==> src/rtl/vx_cache_mshr_pkg.sv <==
// Shared types for the cache-bank MSHR chain: entry and walker states plus per-entry link metadata.
// Link pointers are sized for the largest supported bank; narrower banks use the low bits.
package vx_cache_mshr_pkg;

  localparam int MSHR_ID_MAX_W = 8;

  typedef enum logic {
    ENTRY_FREE = 1'b0,
    ENTRY_WAIT = 1'b1
  } entry_state_e;

  typedef enum logic {
    WALK_IDLE = 1'b0,
    WALK_BUSY = 1'b1
  } walk_state_e;

  typedef struct packed {
    entry_state_e             state;
    logic                     tail;
    logic                     next_valid;
    logic [MSHR_ID_MAX_W-1:0] next;
  } mshr_meta_t;

endpackage

==> src/rtl/vx_cache_mshr_chain_lzc.sv <==
// VX_lzc: index of the lowest set request bit, combinational (0 latency).
// No backpressure; valid is low when no request bit is set.
module VX_lzc #(
  parameter int N = 16,
  parameter int W = $clog2(N)
) (
  input  logic [N-1:0] req,
  output logic [W-1:0] index,
  output logic         valid
);

  always_comb begin
    index = '0;
    for (int i = N - 1; i >= 0; i--) begin
      if (req[i]) index = W'(i);
    end
  end

  assign valid = |req;

endmodule

==> src/rtl/vx_cache_mshr_chain.sv <==
// Cache-bank MSHR: secondary misses link behind the primary; a fill replays the chain one entry per cycle.
// Fill-to-first-replay latency 1 cycle; replay holds under dequeue_ready=0, fill_ready low while walking.
module vx_cache_mshr_chain
  import vx_cache_mshr_pkg::*;
#(
  parameter int MSHR_SIZE       = 16,
  parameter int LINE_ADDR_WIDTH = 26,
  parameter int DATA_WIDTH      = 64,
  parameter int ID_WIDTH        = $clog2(MSHR_SIZE)
) (
  input  logic                       clk,
  input  logic                       reset_n,
  input  logic                       allocate_valid,
  input  logic [LINE_ADDR_WIDTH-1:0] allocate_addr,
  input  logic [DATA_WIDTH-1:0]      allocate_data,
  output logic                       allocate_ready,
  output logic [ID_WIDTH-1:0]        allocate_id,
  output logic                       allocate_primary,
  input  logic                       fill_valid,
  input  logic [ID_WIDTH-1:0]        fill_id,
  output logic                       fill_ready,
  output logic [LINE_ADDR_WIDTH-1:0] fill_addr,
  output logic                       dequeue_valid,
  output logic [ID_WIDTH-1:0]        dequeue_id,
  output logic [LINE_ADDR_WIDTH-1:0] dequeue_addr,
  output logic [DATA_WIDTH-1:0]      dequeue_data,
  input  logic                       dequeue_ready,
  output logic [ID_WIDTH:0]          occupancy,
  output logic                       full
);

  localparam int OCC_W = ID_WIDTH + 1;

  mshr_meta_t                 meta_q [MSHR_SIZE];
  logic [LINE_ADDR_WIDTH-1:0] addr_q [MSHR_SIZE];
  logic [DATA_WIDTH-1:0]      data_q [MSHR_SIZE];
  walk_state_e                walk_q;
  logic [ID_WIDTH-1:0]        ptr_q;
  logic [OCC_W-1:0]           occ_q;

  logic [MSHR_SIZE-1:0] free_mask;
  logic [MSHR_SIZE-1:0] match;
  logic [MSHR_SIZE-1:0] link_sel;
  logic [MSHR_SIZE-1:0] linked;
  logic                 free_any;
  logic                 alloc_fire;
  logic                 deq_fire;
  logic                 fill_fire;

  VX_lzc #(
    .N (MSHR_SIZE),
    .W (ID_WIDTH)
  ) free_sel (
    .req   (free_mask),
    .index (allocate_id),
    .valid (free_any)
  );

  assign full           = (occ_q == OCC_W'(MSHR_SIZE));
  assign allocate_ready = !full;
  assign fill_ready     = (walk_q == WALK_IDLE);
  assign dequeue_valid  = (walk_q == WALK_BUSY);
  assign dequeue_id     = ptr_q;
  assign dequeue_addr   = addr_q[ptr_q];
  assign dequeue_data   = data_q[ptr_q];
  assign fill_addr      = addr_q[fill_id];
  assign occupancy      = occ_q;

  assign alloc_fire = allocate_valid && allocate_ready;
  assign deq_fire   = dequeue_valid && dequeue_ready;
  assign fill_fire  = fill_valid && fill_ready;

  // A tail leaving this cycle cannot take a link: the new miss starts its own chain instead.
  always_comb begin
    free_mask = '0;
    match     = '0;
    link_sel  = '0;
    for (int i = 0; i < MSHR_SIZE; i++) begin
      free_mask[i] = (meta_q[i].state == ENTRY_FREE);
      match[i]     = (meta_q[i].state == ENTRY_WAIT) && meta_q[i].tail && (addr_q[i] == allocate_addr);
      link_sel[i]  = match[i] && !(deq_fire && (ptr_q == ID_WIDTH'(i)));
    end
  end

  assign allocate_primary = !(|link_sel);

  always_comb begin
    linked = '0;
    for (int i = 0; i < MSHR_SIZE; i++) begin
      if ((meta_q[i].state == ENTRY_WAIT) && meta_q[i].next_valid) linked[meta_q[i].next[ID_WIDTH-1:0]] = 1'b1;
    end
  end

  always_ff @(posedge clk or negedge reset_n) begin
    if (!reset_n) begin
      for (int i = 0; i < MSHR_SIZE; i++) begin
        meta_q[i] <= '{state: ENTRY_FREE, tail: 1'b0, next_valid: 1'b0, next: '0};
      end
      walk_q <= WALK_IDLE;
      ptr_q  <= '0;
      occ_q  <= '0;
    end else begin
      for (int i = 0; i < MSHR_SIZE; i++) begin
        if (deq_fire && (ptr_q == ID_WIDTH'(i))) meta_q[i].state <= ENTRY_FREE;
        if (alloc_fire && link_sel[i]) begin
          meta_q[i].tail       <= 1'b0;
          meta_q[i].next_valid <= 1'b1;
          meta_q[i].next       <= MSHR_ID_MAX_W'(allocate_id);
        end
        if (alloc_fire && (allocate_id == ID_WIDTH'(i))) begin
          meta_q[i].state      <= ENTRY_WAIT;
          meta_q[i].tail       <= 1'b1;
          meta_q[i].next_valid <= 1'b0;
        end
      end
      if (fill_fire) begin
        walk_q <= WALK_BUSY;
        ptr_q  <= fill_id;
      end else if (deq_fire) begin
        if (meta_q[ptr_q].next_valid) ptr_q <= meta_q[ptr_q].next[ID_WIDTH-1:0];
        else                          walk_q <= WALK_IDLE;
      end
      occ_q <= occ_q + OCC_W'(alloc_fire) - OCC_W'(deq_fire);
    end
  end

  always_ff @(posedge clk) begin
    if (alloc_fire) begin
      addr_q[allocate_id] <= allocate_addr;
      data_q[allocate_id] <= allocate_data;
    end
  end

  if (MSHR_ID_MAX_W > ID_WIDTH) begin : g_next_hi
    logic [MSHR_SIZE-1:0] unused_next_hi;
    for (genvar i = 0; i < MSHR_SIZE; i++) begin : g_entry
      assign unused_next_hi[i] = |meta_q[i].next[MSHR_ID_MAX_W-1:ID_WIDTH];
    end
  end

  a_single_tail_match: assert property (@(posedge clk) disable iff (!reset_n) $onehot0(match));
  a_fill_when_ready:   assert property (@(posedge clk) disable iff (!reset_n) fill_valid |-> fill_ready);
  a_fill_head:         assert property (@(posedge clk) disable iff (!reset_n)
                         fill_fire |-> (meta_q[fill_id].state == ENTRY_WAIT) && !linked[fill_id]);
  a_free_consistent:   assert property (@(posedge clk) disable iff (!reset_n) free_any == !full);

endmodule

==> config.mk <==
export PLATFORM = sky130hd
export DESIGN_NAME = vx_cache_mshr_chain
export DESIGN_NICKNAME = d
export VERILOG_FILES = /design/src/rtl/vx_cache_mshr_pkg.sv /design/src/rtl/vx_cache_mshr_chain_lzc.sv /design/src/rtl/vx_cache_mshr_chain.sv
export SDC_FILE = /design/constraint.sdc
export NUM_CORES = 2
export LEC_CHECK = 0
export BUFFER_PORTS_ARGS = -buffer_cell sky130_fd_sc_hd__buf_2
export CAP_MARGIN = 40
export CORE_ASPECT_RATIO = 0.5
export CORE_MARGIN = 5
export CORE_UTILIZATION = 50
export CTS_CLUSTER_DIAMETER = 80
export CTS_CLUSTER_SIZE = 25
export DETAILED_ROUTE_END_ITERATION = 8
export PLACE_DENSITY_LB_ADDON = 0.15
export SLEW_MARGIN = 0
export SYNTH_ARGS = -nofsm -noshare
export SYNTH_HDL_FRONTEND = slang
export SYNTH_SLANG_ARGS = --single-unit
==> constraint.sdc <==
create_clock -name clk -period 18.6 [get_ports clk]
set_clock_uncertainty 0.1 [all_clocks]
set_input_delay 0.93 -clock clk [delete_from_list [all_inputs] [get_ports clk]]
set_output_delay 0.93 -clock clk [all_outputs]
set_load 0.01 [all_outputs]
Word-level counts from Yosys, hierarchy flattened
Memory sizes are Yosys's and may differ from the RTL's.
Index checks and enable logic that the tools add are counted.
{ "op_classes": {"addsub": 2, "n_lt_le_gt_ge": 1, "n_eq_ne": 48, "muxes": 75, "bitwise_logic": 2, "reduce_logical": 156} }
{ "ops": {"columns": ["op", "count"], "rows": [
  ["$eq A26 B26 Y1", 16],
  ["$mux W10", 16],
  ["$logic_and A1 B1 Y1", 99],
  ["$mux W4", 19],
  ["$reduce_bool A2 Y1", 34],
  ["$eq A4 B4 Y1 const B", 16],
  ["$mux W3", 16],
  ["$bmux W11 S4", 1],
  ["$eq A4 B3 Y1 const B", 8],
  ["$mux W1", 21],
  ["$logic_not A1 Y1", 18],
  ["$mux W9", 2],
  ["$eq A4 B2 Y1 const B", 4],
  ["$reduce_or A16 Y1", 1],
  ["$eq A4 B1 Y1 const B", 2],
  ["$logic_not A4 Y1", 2],
  ["$add A5 B1 Y5", 1],
  ["$eq A5 B5 Y1 const B", 1],
  ["$ge A5 B5 Y1 const B", 1],
  ["$not A4 Y5", 1],
  ["$sub A5 B1 Y5", 1],
  ["$reduce_and A2 Y1", 2],
  ["$ne A2 B2 Y1 const B", 1],
  ["$not A1 Y1", 1]
]} }
{ "word_totals": {"register_bits": 122, "mem_bits_rw": 1440, "input_bits": 99, "out_inout_bits": 134, "word_cells": 353, "mem_count": 2} }
{ "memory_table": {"columns": ["memory", "words", "width", "rd", "rd_clocked_by_memory_dff", "write_ports", "line", "text"], "rows": [
  ["data_q", 16, 64, 1, 0, 1, "vx_cache_mshr_chain.sv:36", "logic [DATA_WIDTH-1:0] data_q [MSHR_SIZE];"],
  ["addr_q", 16, 26, 18, 0, 1, "vx_cache_mshr_chain.sv:35", "logic [LINE_ADDR_WIDTH-1:0] addr_q [MSHR_SIZE];"]
]} }

Logic depth before layout (Yosys ltp)
{ "depth": {"ltp_word": 19, "depth_mapped": 16, "mapped_depth_nobuf": 16} }

Modules after synthesis
A second synthesis with hierarchy kept.
{ "unflattened": {"cells_unflattened": 3381, "hier_area_um2": 68470.7} }
{ "modules_own_cells": {"columns": ["mod", "instances", "cells_per_inst", "area_per_inst_um2", "seq_area_each_um2"], "rows": [
  ["vx_cache_mshr_chain", 1, 3347, 68294.2, 46294.4],
  ["VX_lzc", 1, 34, 176.4, 0.0]
]} }

Worst setup path after synthesis
OpenSTA, ideal clock, no wires.
{ "synth_path": {"kind": "in2reg", "from": "input port allocate_valid", "to": "memory addr_q[8][0], enable pin", "t_arrival_ns": 7.970, "required_ns": 17.851, "setup_slack_ns": 9.881, "stages": 6, "path_cell_list": "nor2b_1 > buf_2 > buf_2 > nand3b_1 > clkbuf_1 > nor3_1"} }
{ "synth_between": {"elab_chain_len": 3} }
{ "synth_lines": {"columns": ["element", "line", "text"], "rows": [
  ["start, declared", "vx_cache_mshr_chain.sv:13", "input logic allocate_valid,"],
  ["$logic_and A1 B1 Y1", "vx_cache_mshr_chain.sv:69", "assign alloc_fire = allocate_valid && allocate_ready;"],
  ["$mux W1", "vx_cache_mshr_chain.sv:128", "if (alloc_fire) begin"],
  ["$mux W1 (not written as such)", "vx_cache_mshr_chain.sv:129", "addr_q[allocate_id] <= allocate_addr;"],
  ["end, declared", "vx_cache_mshr_chain.sv:35", null]
]} }
Every way passes these cells.

Worst setup path after layout
{ "layout_path": {"from": "register ptr_q[0], in the netlist dequeue_id[0]", "to": "output port dequeue_addr[15]"} }
{ "layout_between": {"elab_chain_len": 1} }
{ "layout_lines": {"columns": ["element", "line", "text"], "rows": [
  ["start, declared", "vx_cache_mshr_chain.sv:38", "logic [ID_WIDTH-1:0] ptr_q;"],
  ["start signal, assigned", "vx_cache_mshr_chain.sv:118", "ptr_q <= fill_id;"],
  ["start signal, assigned", "vx_cache_mshr_chain.sv:120", "if (meta_q[ptr_q].next_valid) ptr_q <= meta_q[ptr_q].next[ID_WIDTH-1:0];"],
  ["$mem_v2 Z16 W26", null, null],
  ["end, declared", "vx_cache_mshr_chain.sv:25", "output logic [LINE_ADDR_WIDTH-1:0] dequeue_addr,"]
]} }
Every way passes these cells.

==> flow_metrics.env <==
export IMPL_outcome="finished clean"
export IMPL_die_y_um=273
export IMPL_tightest_slew_ns=1.11
export IMPL_ys_warn_count=0
export IMPL_clkPwrFrac_pct=18.5
export IMPL_post_drt_wl_per_cell_um=38.4
export IMPL_crit_slowest_cell="dfrtp_4"
export IMPL_overflow=0
export IMPL_yosys_most_used_dff="edfxtp_1"
export IMPL_place_congestion=1.02
export IMPL_grt_max_degree=105
export IMPL_postCtsSetupBuffers=0
export IMPL_clk_pin_slew_ns=0.11
export IMPL_mostFrequentLayoutCells="1440 x edfxtp_1, 444 x mux4_2, 414 x xnor2_1"
export IMPL_intPower_w=0.00659
export IMPL_clk_latency_ns=0.73
export IMPL_clock_fmax_mhz=174
export IMPL_fin_util_pct=54.7
export IMPL_r2r_start="occupancy[2]"
export IMPL_grt_pass1_vias=35901
export IMPL_grt_antenna_before_repair=19
export IMPL_ys_top_cells_by_area="edfxtp_1 62%, mux4_2 14%, mux4_1 6.1%"
export IMPL_end_kind="output pin"
export IMPL_tns_ns=0
export IMPL_fin_nets=3706
export IMPL_startpoint_type="register"
export IMPL_drtPass1Iterations=7
export IMPL_crit_required_ns=17.57
export IMPL_mostFrequentLayoutCell="edfxtp_1"
export IMPL_syn_nets=3492
export IMPL_p_switching_w=0.00342
export IMPL_cts_root_buffer="clkbuf_16"
export IMPL_cts_tree="built"
export IMPL_fillers=10477
export IMPL_fp_coreArea_mm2=0.138
export IMPL_muxShareOfSynthArea_pct=21.6
export IMPL_vias=36845
export IMPL_ant_nets=0
export IMPL_seq_area_frac_synth_pct=66.7
export IMPL_synthAdderAreaFrac_pct=0.137
export IMPL_io_buffers=232
export IMPL_grt_pass1_wl_mm=292
export IMPL_rsz0062_at_grt="no"
export IMPL_cts_hold_fix_buffers=0
export IMPL_power_density_mw_per_mm2=133
export IMPL_peakVddDrop_uv=127
export IMPL_fin_total_pwr_w=0.0100
export IMPL_syn_area_mm2=0.0694
export IMPL_synth_xor_area_share_pct=5.30
export IMPL_final_layout_size_suffix_gt1_share_pct=26.6
export IMPL_htreeDepth=3
export IMPL_synth_compound_area_share_pct=0.791
export IMPL_min_period_ns=5.76
export IMPL_synth_top_family_by_area="multiplexers"
export IMPL_period_share_pct=31.0
export IMPL_pwr_share_seq_pct=44.5
export IMPL_drv_slew=0
export IMPL_arrival_ns=4.73
export IMPL_slowest_delay_ns=0.88
export IMPL_cts_sinks=1562
export IMPL_die_area_mm2=0.147
export IMPL_post_cts_resized=0
export IMPL_path_class="reg -> out"
export IMPL_async_flop_share_pct=7.81
export IMPL_hp_class="in -> async"
export IMPL_sw_frac_of_total_pct=34.1
export IMPL_ys_seq_elements=1562
export IMPL_postSynthAreaPerCell_um2=20.5
export IMPL_p_leak_nw=23.7
export IMPL_synth_edf_count=1440
export IMPL_cp_max_fo=104
export IMPL_drtIter0Drc=4746
export IMPL_cts_buffers_inserted=73
export IMPL_synthSimpleGateAreaFrac_pct=3.38
export IMPL_slew_headroom_pct=25.8
export IMPL_cpMostUsedCell="mux4_2"
export IMPL_pin_count=233
export IMPL_finalSetupViolCount=0
export IMPL_wl_mm=211
export IMPL_netlist_instances=3386
export IMPL_post_route_drc_count=0
export IMPL_die_w_um=537
export IMPL_syn_to_final_growth_pct=8.35
export IMPL_rows=96
export IMPL_crit_start="dequeue_id[0]"
export IMPL_grt_total_usage_pct=28.6
export IMPL_synth_top_area_share_pct=62.3
export IMPL_vias_per_cell=6.72
export IMPL_cap_viol_max_count=0
export IMPL_p_comb_share_pct=37.0
export IMPL_worstPathCellList="buf_4, buf_12, mux4_2, mux4_2, buf_2"
export IMPL_hold_violations=0
export IMPL_synth_top_cell_by_area="edfxtp_1"
export IMPL_synth_cell_types=58
export IMPL_start_util_pct=50.5
export IMPL_cts_buffer_depth=3
export IMPL_hpwl_mm=138
cells by family (layout without fill, tap and decap cells):
group / Yosys count / after routing
simple gates: 397 / 397
buf+inv: 242 / 473
compound gates: 83 / 83
other cells: 0 / 6
mux: 675 / 675
fa+ha+maj: 7 / 7
xor+xnor: 420 / 420
flops: 1562 / 1562
critical path, delay by kind of cell, from the launching register on:
kind     cells  cell delay (ns)
flops        1             0.88
mux          2             1.28
buf+inv      3             1.60
per-layer routing:
layer,vias up,global-route usage [%],share of wire (%)
met5,-,0,0.022
met4,8,9.39,3.9
met3,309,5.03,7.7
met2,1767,45.1,47
met1,20102,41.2,41
li1,14659,-,-
cells in the mapped netlist, types with 25 or more instances:
library cell  instances
nand4_1             193
clkbuf_1             70
mux4_1              160
mux2_2               56
buf_2                77
nor4_1               49
mux4_2              444
inv_1                30
dfrtp_1             122
o21ai_0              25
xnor2_1             414
nand2_1              26
edfxtp_1           1440
nand3_1              48
final timing paths:
| kind | end | slack [ns] | cells past startpoint |
|---|---|---|---|
| setup / recovery | dequeue_addr[15] | 12.84 | 5 |
| hold / removal | meta_q[167] | 0.16 | 1 |
| setup reg to reg | data_q[1][50] | 13.89 | 9 |
| min in group clk | dequeue_valid | 0.37 | 2 |
| max in group asynchronous | meta_q[30] | 17.09 | 3 |
| hold reg to reg | meta_q[58] | 0.40 | 1 |
state kept, by name (all words and copies together), names as in the netlist:
name and flops:
addr_q 416, dequeue_valid 1, occupancy 5, dequeue_id 4, meta_q 112, data_q 1024
area by class of cell:
class | count | area, µm² | area share [%]
timing repair buffer | 350 | 2580 | 3.43
clock inverter | 10 | 165 | 0.220
sequential | 1562 | 46300 | 61.6
inverter | 31 | 116 | 0.155
clock buffer | 82 | 1880 | 2.50
tap | 1862 | 2330 | 3.10
antenna | 6 | 15.0 | 0.0200
multi-input combinational | 1582 | 21800 | 29.0
through the flow:
| stage | instances | setup slack (ns) | hold slack (ns) | cell area (µm²) |
|---|---|---|---|---|
| CTS | 5476 | 12.80 | 0.137 | 75200 |
| detailed placement | 5384 | 13.61 | 0.382 | 73100 |
| finish | 5485 | 12.84 | 0.161 | 75200 |
| global route | 5479 | 12.65 | 0.174 | 75200 |
| global placement | 5347 | 12.76 | 0.370 | 72400 |
| floorplan | 3386 | 9.88 | 0.356 | 69400 |
power by group through the flow:
stage / clock [W] / combinational, W / sequential [W]
6_report: 0.00185 / 0.00371 / 0.00446
5_1_grt: 0.00202 / 0.00387 / 0.00449
4_1_cts: 0.00189 / 0.00375 / 0.00446
3_5_place_dp: 0 / 0.00374 / 0.00454
3_3_place_gp: 0 / 0.00363 / 0.00454
2_1_floorplan: 0 / 0.00237 / 0.00450
Note: power is estimated with default switching activity, not from simulation.
